`config.mk`:
```
export PLATFORM = sky130hd
export DESIGN_NAME = demux1t4_32_buf_flat
export DESIGN_NICKNAME = d
export VERILOG_FILES = /design/src/rtl/demux1t4_32_buf_pkg.sv /design/src/rtl/demux1t4_32_buf_if.sv /design/src/rtl/demux1t4_32_buf_chan_fifo.sv /design/src/rtl/demux1t4_32_buf.sv /design/src/flat_wrapper.sv
export SDC_FILE = /design/constraint.sdc
export NUM_CORES = 1
export LEC_CHECK = 0
export BUFFER_PORTS_ARGS = -buffer_cell sky130_fd_sc_hd__buf_2
export CAP_MARGIN = 15
export CORE_MARGIN = 2
export CORE_UTILIZATION = 45
export CTS_CLUSTER_SIZE = 16
export DETAILED_ROUTE_END_ITERATION = 7
export PLACE_DENSITY = 0.71
export SKIP_CTS_REPAIR_TIMING = 1
export SYNTH_ARGS = -nofsm -noshare
export SYNTH_HDL_FRONTEND = slang
export SYNTH_HIERARCHICAL = 1
export SYNTH_SLANG_ARGS = --single-unit
```
`constraint.sdc`:
```
create_clock -name clk -period 4.9 [get_ports clk]
set_input_delay 0.98 -clock clk [delete_from_list [all_inputs] [get_ports clk]]
set_output_delay 0.98 -clock clk [all_outputs]
set_load 0.02 [all_outputs]
```
`src/rtl/demux1t4_32_buf_pkg.sv`:
```
`default_nettype none
// ============================================================================
// Module   : demux1t4_32_buf_pkg
// Brief    : Shared defaults and channel-index type for the 1-to-4 demux.
// Revision : 1.0 - initial release
// ============================================================================
package demux1t4_32_buf_pkg;

  localparam int c_def_width = 32;
  localparam int c_def_depth = 2;
  localparam int c_num_chan  = 4;

  typedef logic [1:0] chan_idx_t;

endpackage
`default_nettype wire

```
`src/rtl/demux1t4_32_buf_if.sv`:
```
`default_nettype none
// ============================================================================
// Module   : demux1t4_32_buf_if
// Brief    : Producer side plus four consumer channels of the buffered demux.
// Revision : 1.0 - initial release
// ============================================================================
interface demux1t4_32_buf_if
  import demux1t4_32_buf_pkg::*;
#(
  parameter int WIDTH = c_def_width,
  parameter int DEPTH = c_def_depth
) ();

  localparam int CW = $clog2(DEPTH) + 1;

  chan_idx_t          s;
  logic               in_valid;
  logic [WIDTH-1:0]   in_data;
  logic               in_ready;

  logic               o0_valid, o1_valid, o2_valid, o3_valid;
  logic [WIDTH-1:0]   o0_data,  o1_data,  o2_data,  o3_data;
  logic               o0_ready, o1_ready, o2_ready, o3_ready;
  logic [CW-1:0]      o0_count, o1_count, o2_count, o3_count;

  modport slave (
    input  s, in_valid, in_data,
    input  o0_ready, o1_ready, o2_ready, o3_ready,
    output in_ready,
    output o0_valid, o1_valid, o2_valid, o3_valid,
    output o0_data,  o1_data,  o2_data,  o3_data,
    output o0_count, o1_count, o2_count, o3_count
  );

  modport master (
    output s, in_valid, in_data,
    output o0_ready, o1_ready, o2_ready, o3_ready,
    input  in_ready,
    input  o0_valid, o1_valid, o2_valid, o3_valid,
    input  o0_data,  o1_data,  o2_data,  o3_data,
    input  o0_count, o1_count, o2_count, o3_count
  );

endinterface
`default_nettype wire

```
`src/rtl/demux1t4_32_buf_chan_fifo.sv`:
```
`default_nettype none
// ============================================================================
// Module   : chan_fifo
// Brief    : Per-channel registered FIFO; head word is read straight from storage.
// Revision : 1.0 - initial release
// ============================================================================
module chan_fifo #(
  parameter int WIDTH = 32,
  parameter int DEPTH = 2
) (
  input  logic                     clk,
  input  logic                     rst_n,
  input  logic                     push,
  input  logic [WIDTH-1:0]         push_data,
  input  logic                     pop,
  output logic [WIDTH-1:0]         data,
  output logic                     valid,
  output logic                     full,
  output logic [$clog2(DEPTH):0]   count
);

  localparam int AW = $clog2(DEPTH);
  localparam int CW = AW + 1;

  logic [WIDTH-1:0] r_mem [DEPTH];
  logic [AW-1:0]    r_wr_ptr;
  logic [AW-1:0]    r_rd_ptr;
  logic [CW-1:0]    r_count;

  logic w_do_push;
  logic w_do_pop;

  // A full channel refuses a push even if it is being popped this cycle.
  assign w_do_push = push & ~full;
  assign w_do_pop  = pop & valid;

  always_ff @(posedge clk or negedge rst_n) begin
    if (!rst_n) begin
      r_wr_ptr <= '0;
      r_rd_ptr <= '0;
      r_count  <= '0;
    end else begin
      if (w_do_push) r_wr_ptr <= r_wr_ptr + AW'(1);
      if (w_do_pop)  r_rd_ptr <= r_rd_ptr + AW'(1);
      unique case ({w_do_push, w_do_pop})
        2'b10:   r_count <= r_count + CW'(1);
        2'b01:   r_count <= r_count - CW'(1);
        default: ;
      endcase
    end
  end

  // Storage needs no reset; contents are ignored while count is zero.
  always_ff @(posedge clk) begin
    if (w_do_push) r_mem[r_wr_ptr] <= push_data;
  end

  assign data  = r_mem[r_rd_ptr];
  assign valid = (r_count != '0);
  assign full  = (r_count == CW'(DEPTH));
  assign count = r_count;

endmodule
`default_nettype wire

```
`src/rtl/demux1t4_32_buf.sv`:
```
`default_nettype none
// ============================================================================
// Module   : demux1t4_32_buf
// Brief    : Routes one input stream into four buffered output channels by s.
// Revision : 1.0 - initial release
// ============================================================================
module demux1t4_32_buf
  import demux1t4_32_buf_pkg::*;
#(
  parameter int WIDTH = c_def_width,
  parameter int DEPTH = c_def_depth
) (
  input  logic                   clk,
  input  logic                   rst_n,
  demux1t4_32_buf_if.slave       bus
);

  localparam int CW = $clog2(DEPTH) + 1;

  logic [3:0]       w_ready;
  logic [3:0]       w_push;
  logic [3:0]       w_valid;
  logic [3:0]       w_full;
  logic [WIDTH-1:0] w_data  [c_num_chan];
  logic [CW-1:0]    w_count [c_num_chan];

  assign w_ready = {bus.o3_ready, bus.o2_ready, bus.o1_ready, bus.o0_ready};

  // Ready depends only on the selected channel's stored occupancy.
  assign bus.in_ready = ~w_full[bus.s];

  always_comb begin
    w_push         = '0;
    w_push[bus.s]  = bus.in_valid & bus.in_ready;
  end

  generate
    for (genvar k = 0; k < c_num_chan; k++) begin : g_chan
      chan_fifo #(
        .WIDTH (WIDTH),
        .DEPTH (DEPTH)
      ) u_fifo (
        .clk       (clk),
        .rst_n     (rst_n),
        .push      (w_push[k]),
        .push_data (bus.in_data),
        .pop       (w_ready[k]),
        .data      (w_data[k]),
        .valid     (w_valid[k]),
        .full      (w_full[k]),
        .count     (w_count[k])
      );
    end
  endgenerate

  assign bus.o0_valid = w_valid[0];
  assign bus.o1_valid = w_valid[1];
  assign bus.o2_valid = w_valid[2];
  assign bus.o3_valid = w_valid[3];
  assign bus.o0_data  = w_data[0];
  assign bus.o1_data  = w_data[1];
  assign bus.o2_data  = w_data[2];
  assign bus.o3_data  = w_data[3];
  assign bus.o0_count = w_count[0];
  assign bus.o1_count = w_count[1];
  assign bus.o2_count = w_count[2];
  assign bus.o3_count = w_count[3];

endmodule
`default_nettype wire
```
`src/flat_wrapper.sv`:
```
// flat-port wrapper written by rule: the top's interface ports become plain ports
module demux1t4_32_buf_flat import demux1t4_32_buf_pkg::*;
#(
  parameter int WIDTH = c_def_width,
  parameter int DEPTH = c_def_depth
)
  (clk, rst_n, bus_s, bus_in_valid, bus_in_data, bus_o0_ready, bus_o1_ready, bus_o2_ready, bus_o3_ready, bus_in_ready, bus_o0_valid, bus_o1_valid, bus_o2_valid, bus_o3_valid, bus_o0_data, bus_o1_data, bus_o2_data, bus_o3_data, bus_o0_count, bus_o1_count, bus_o2_count, bus_o3_count);
  demux1t4_32_buf_if #(.WIDTH(WIDTH), .DEPTH(DEPTH)) bus_i ();
  input  logic clk;
  input  logic rst_n;
  input wire logic [$bits(bus_i.s)-1:0] bus_s;
  input wire logic [$bits(bus_i.in_valid)-1:0] bus_in_valid;
  input wire logic [$bits(bus_i.in_data)-1:0] bus_in_data;
  input wire logic [$bits(bus_i.o0_ready)-1:0] bus_o0_ready;
  input wire logic [$bits(bus_i.o1_ready)-1:0] bus_o1_ready;
  input wire logic [$bits(bus_i.o2_ready)-1:0] bus_o2_ready;
  input wire logic [$bits(bus_i.o3_ready)-1:0] bus_o3_ready;
  output wire logic [$bits(bus_i.in_ready)-1:0] bus_in_ready;
  output wire logic [$bits(bus_i.o0_valid)-1:0] bus_o0_valid;
  output wire logic [$bits(bus_i.o1_valid)-1:0] bus_o1_valid;
  output wire logic [$bits(bus_i.o2_valid)-1:0] bus_o2_valid;
  output wire logic [$bits(bus_i.o3_valid)-1:0] bus_o3_valid;
  output wire logic [$bits(bus_i.o0_data)-1:0] bus_o0_data;
  output wire logic [$bits(bus_i.o1_data)-1:0] bus_o1_data;
  output wire logic [$bits(bus_i.o2_data)-1:0] bus_o2_data;
  output wire logic [$bits(bus_i.o3_data)-1:0] bus_o3_data;
  output wire logic [$bits(bus_i.o0_count)-1:0] bus_o0_count;
  output wire logic [$bits(bus_i.o1_count)-1:0] bus_o1_count;
  output wire logic [$bits(bus_i.o2_count)-1:0] bus_o2_count;
  output wire logic [$bits(bus_i.o3_count)-1:0] bus_o3_count;
  assign bus_i.s = bus_s;
  assign bus_i.in_valid = bus_in_valid;
  assign bus_i.in_data = bus_in_data;
  assign bus_i.o0_ready = bus_o0_ready;
  assign bus_i.o1_ready = bus_o1_ready;
  assign bus_i.o2_ready = bus_o2_ready;
  assign bus_i.o3_ready = bus_o3_ready;
  assign bus_in_ready = bus_i.in_ready;
  assign bus_o0_valid = bus_i.o0_valid;
  assign bus_o1_valid = bus_i.o1_valid;
  assign bus_o2_valid = bus_i.o2_valid;
  assign bus_o3_valid = bus_i.o3_valid;
  assign bus_o0_data = bus_i.o0_data;
  assign bus_o1_data = bus_i.o1_data;
  assign bus_o2_data = bus_i.o2_data;
  assign bus_o3_data = bus_i.o3_data;
  assign bus_o0_count = bus_i.o0_count;
  assign bus_o1_count = bus_i.o1_count;
  assign bus_o2_count = bus_i.o2_count;
  assign bus_o3_count = bus_i.o3_count;
  demux1t4_32_buf #(.WIDTH(WIDTH), .DEPTH(DEPTH)) u_core (.clk(clk), .rst_n(rst_n), .bus(bus_i));
endmodule
```
==> impl_metrics.py <==
metrics = {
    "placement": {
        "port_buffers": 181,
        "place_congestion": 0.780,
        "dpl_cell_area_um2": 11300,
        "dp_hpwl_mm": 12.0,
        "placedCellCount": 924,
        "pre_cts_slack_ps": 1910,
    },
    "clock_tree": {
        "numCtsBuffers": 27,
        "cts_sinks": 272,
        "cts_tree": "built",
        "clk_pin_slew_worst_paths_ps": 60,
        "htreeDepth": 1,
        "root_buffer": "clkbuf_16",
        "clk_latency_ps": 510,
        "clk_path_buf_depth": 3,
    },
    "global_routing": {
        "grt_overflow": 0,
        "grt_pass1_wl_mm": 29.6,
        "grt_max_degree": 34,
        "grt_use_total": 0.164,
        "first_global_vias": 5076,
        "antenna_found_initial": 1,
    },
    "cells_and_area": {
        "final_cell_mix": "edfxtp_1 (256), buf_2 (181), mux2_2 (126)",
        "post-route-util": 0.554,
        "nFillCells": 1703,
        "layout_commonest_cell": "edfxtp_1",
        "drive_gt1_frac": 0.524,
        "final_area_um2": 12200,
        "finalNetCount": 718,
        "final_cell_count_no_fill": 974,
        "syn2layout_area_growth_pct": 19.9,
    },
    "yosys": {
        "ys_warn_count": 6,
        "ys_seq_area_frac": 0.797,
        "yosysUniqueCellTypes": 21,
        "ys_seq_elements": 272,
        "avgSynthCellArea_um2": 21.2,
        "syn_inst": 479,
        "synthesis.area_um2": 10100,
        "synth_nets": 524,
    },
    "setup_path": {
        "slowest_delay_ps": 950,
        "crit_path_top_delay_cell": "dfrtp_2",
        "cp_max_fo": 33,
        "r2r_setup_slack_ps": 2360,
        "critPathBufInv": 1,
        "path_cells": "mux2_2, buf_2",
        "reg2reg_from": "u_core/g_chan[0].u_fifo/count[0]",
        "arrival_ps": 2100,
        "worstPathRequired_ps": 3920,
        "critical_path_class": "flop to primary output",
        "end_kind": "primary output",
        "cp-start-kind": "flop",
        "crit_path_start": "u_core/g_chan[1].u_fifo/r_rd_ptr",
        "cp_top_family": "flip-flops",
    },
    "sta": {
        "slew_violations": 0,
        "setup_viol": 0,
        "fmax_mhz": 324,
        "whs_ps": 367,
        "rsz0062_at_grt": "false",
        "final.setup.tns_ps": 0,
        "fin_crit_sh": 0.629,
        "final_hold_viol_count": 0,
        "worstMarginPinSlew_ps": 1150,
        "relSlewSlack": 0.233,
        "finalWorstSetupSlack_ps": 1820,
        "finClkSkew_ps": 7.30,
        "period_minus_slack_ps": 3080,
    },
    "floorplanning": {
        "pin_count": 182,
        "dieHeight_um": 154,
        "start_util": 0.462,
        "coreArea_um2": 22000,
        "die_w_um": 154,
        "rows": 54,
        "dieArea_um2": 23800,
    },
    "detailed_routing": {
        "avgRoutedWirePerCell_um": 20.0,
        "drtIter0Drc": 207,
        "drc": 0,
        "antenna_left": 0,
        "firstDrtPassIters": 4,
        "viasPerCell": 5.04,
        "vias": 4909,
        "routed_wl_mm": 19.5,
    },
    "outcome": {
        "status": "finished clean",
    },
    "power": {
        "total_power_mw": 6.94,
        "irDropWorstVdd_v": 0.000418,
        "leakage_nw": 4.36,
        "power_density_nw_per_um2": 570,
    },
    "job": {
        "max-cap-violations": 0,
    },
    "min_path": {
        "hp-class": "input pin to async pin",
    },
}
==> layout make-up <==
| type | instances | area [um^2] | area share |
|---|---|---|---|
| repair buffers | 181 | 906 | 0.0744 |
| multi-input cells | 186 | 1920 | 0.157 |
| diodes | 1 | 2.50 | 0.000206 |
| inverters | 5 | 18.8 | 0.00154 |
| flip-flops and latches | 272 | 8090 | 0.665 |
| well taps | 280 | 350 | 0.0288 |
| clock buffers | 37 | 753 | 0.0619 |
| clock inverters | 12 | 133 | 0.0109 |
==> cells by family after synthesis <==
kind of cell / Yosys count / synth area share
multiplexers: 129 / 0.144
flip-flops: 272 / 0.797
buffers and inverters: 21 / 0.0178
AND/OR/NAND/NOR: 33 / 0.0190
adder cells (fa/ha/maj): 4 / 0.00493
XOR/XNOR: 20 / 0.0173
==> routing by layer <==
layer  vias to the layer above  track usage  routed length (um)
met5                         -            0                   0
met4                         0       0.0409                 297
met3                        29       0.0384                1400
met2                       177        0.274                9540
met1                      2445        0.220                8270
li1                       2258            -                   -
==> where the power goes <==
| part | switching [mW] | internal [mW] |
|---|---|---|
| clock | 0.784 | 1.23 |
| combinational | 1.00 | 0.800 |
| sequential | 0.346 | 2.78 |
==> state kept, by name, indices dropped and copies added (netlist names) <==
name and count:
u_core/g_chan.u_fifo/r_rd_ptr 4, u_core/g_chan.u_fifo/r_mem 256, u_core/g_chan.u_fifo/r_wr_ptr 4, u_core/g_chan.u_fifo/count 8
==> synth_stat cells (all sizes together) <==
cell	number	share of area
ha	4	0.0049
or2	4	0.0025
nor2	8	0.0030
nor4b	1	0.00086
buf	16	0.016
and4bb	1	0.0012
nand2	5	0.0018
and2	4	0.0035
xnor2	12	0.010
nand2b	4	0.0025
nor3	1	0.00049
xor2	8	0.0069
nor3b	1	0.00074
dfrtp	16	0.039
edfxtp	256	0.76
mux2	128	0.14
and3	4	0.0025
mux4	1	0.0022
inv	5	0.0018
==> worst paths after layout <==
path,endpoint,cells past startpoint
min in group clk,u_core/g_chan[2].u_fifo/count[1],1
max in group asynchronous,u_core/g_chan[3].u_fifo/r_rd_ptr,1
setup / recovery,bus_o1_data[11],2
hold reg to reg,u_core/g_chan[2].u_fifo/count[1],1
setup reg to reg,u_core/g_chan[0].u_fifo/r_mem[0][10],5
hold / removal,u_core/g_chan[1].u_fifo/count[0],1
Note: power is estimated with default switching activity, not from simulation.
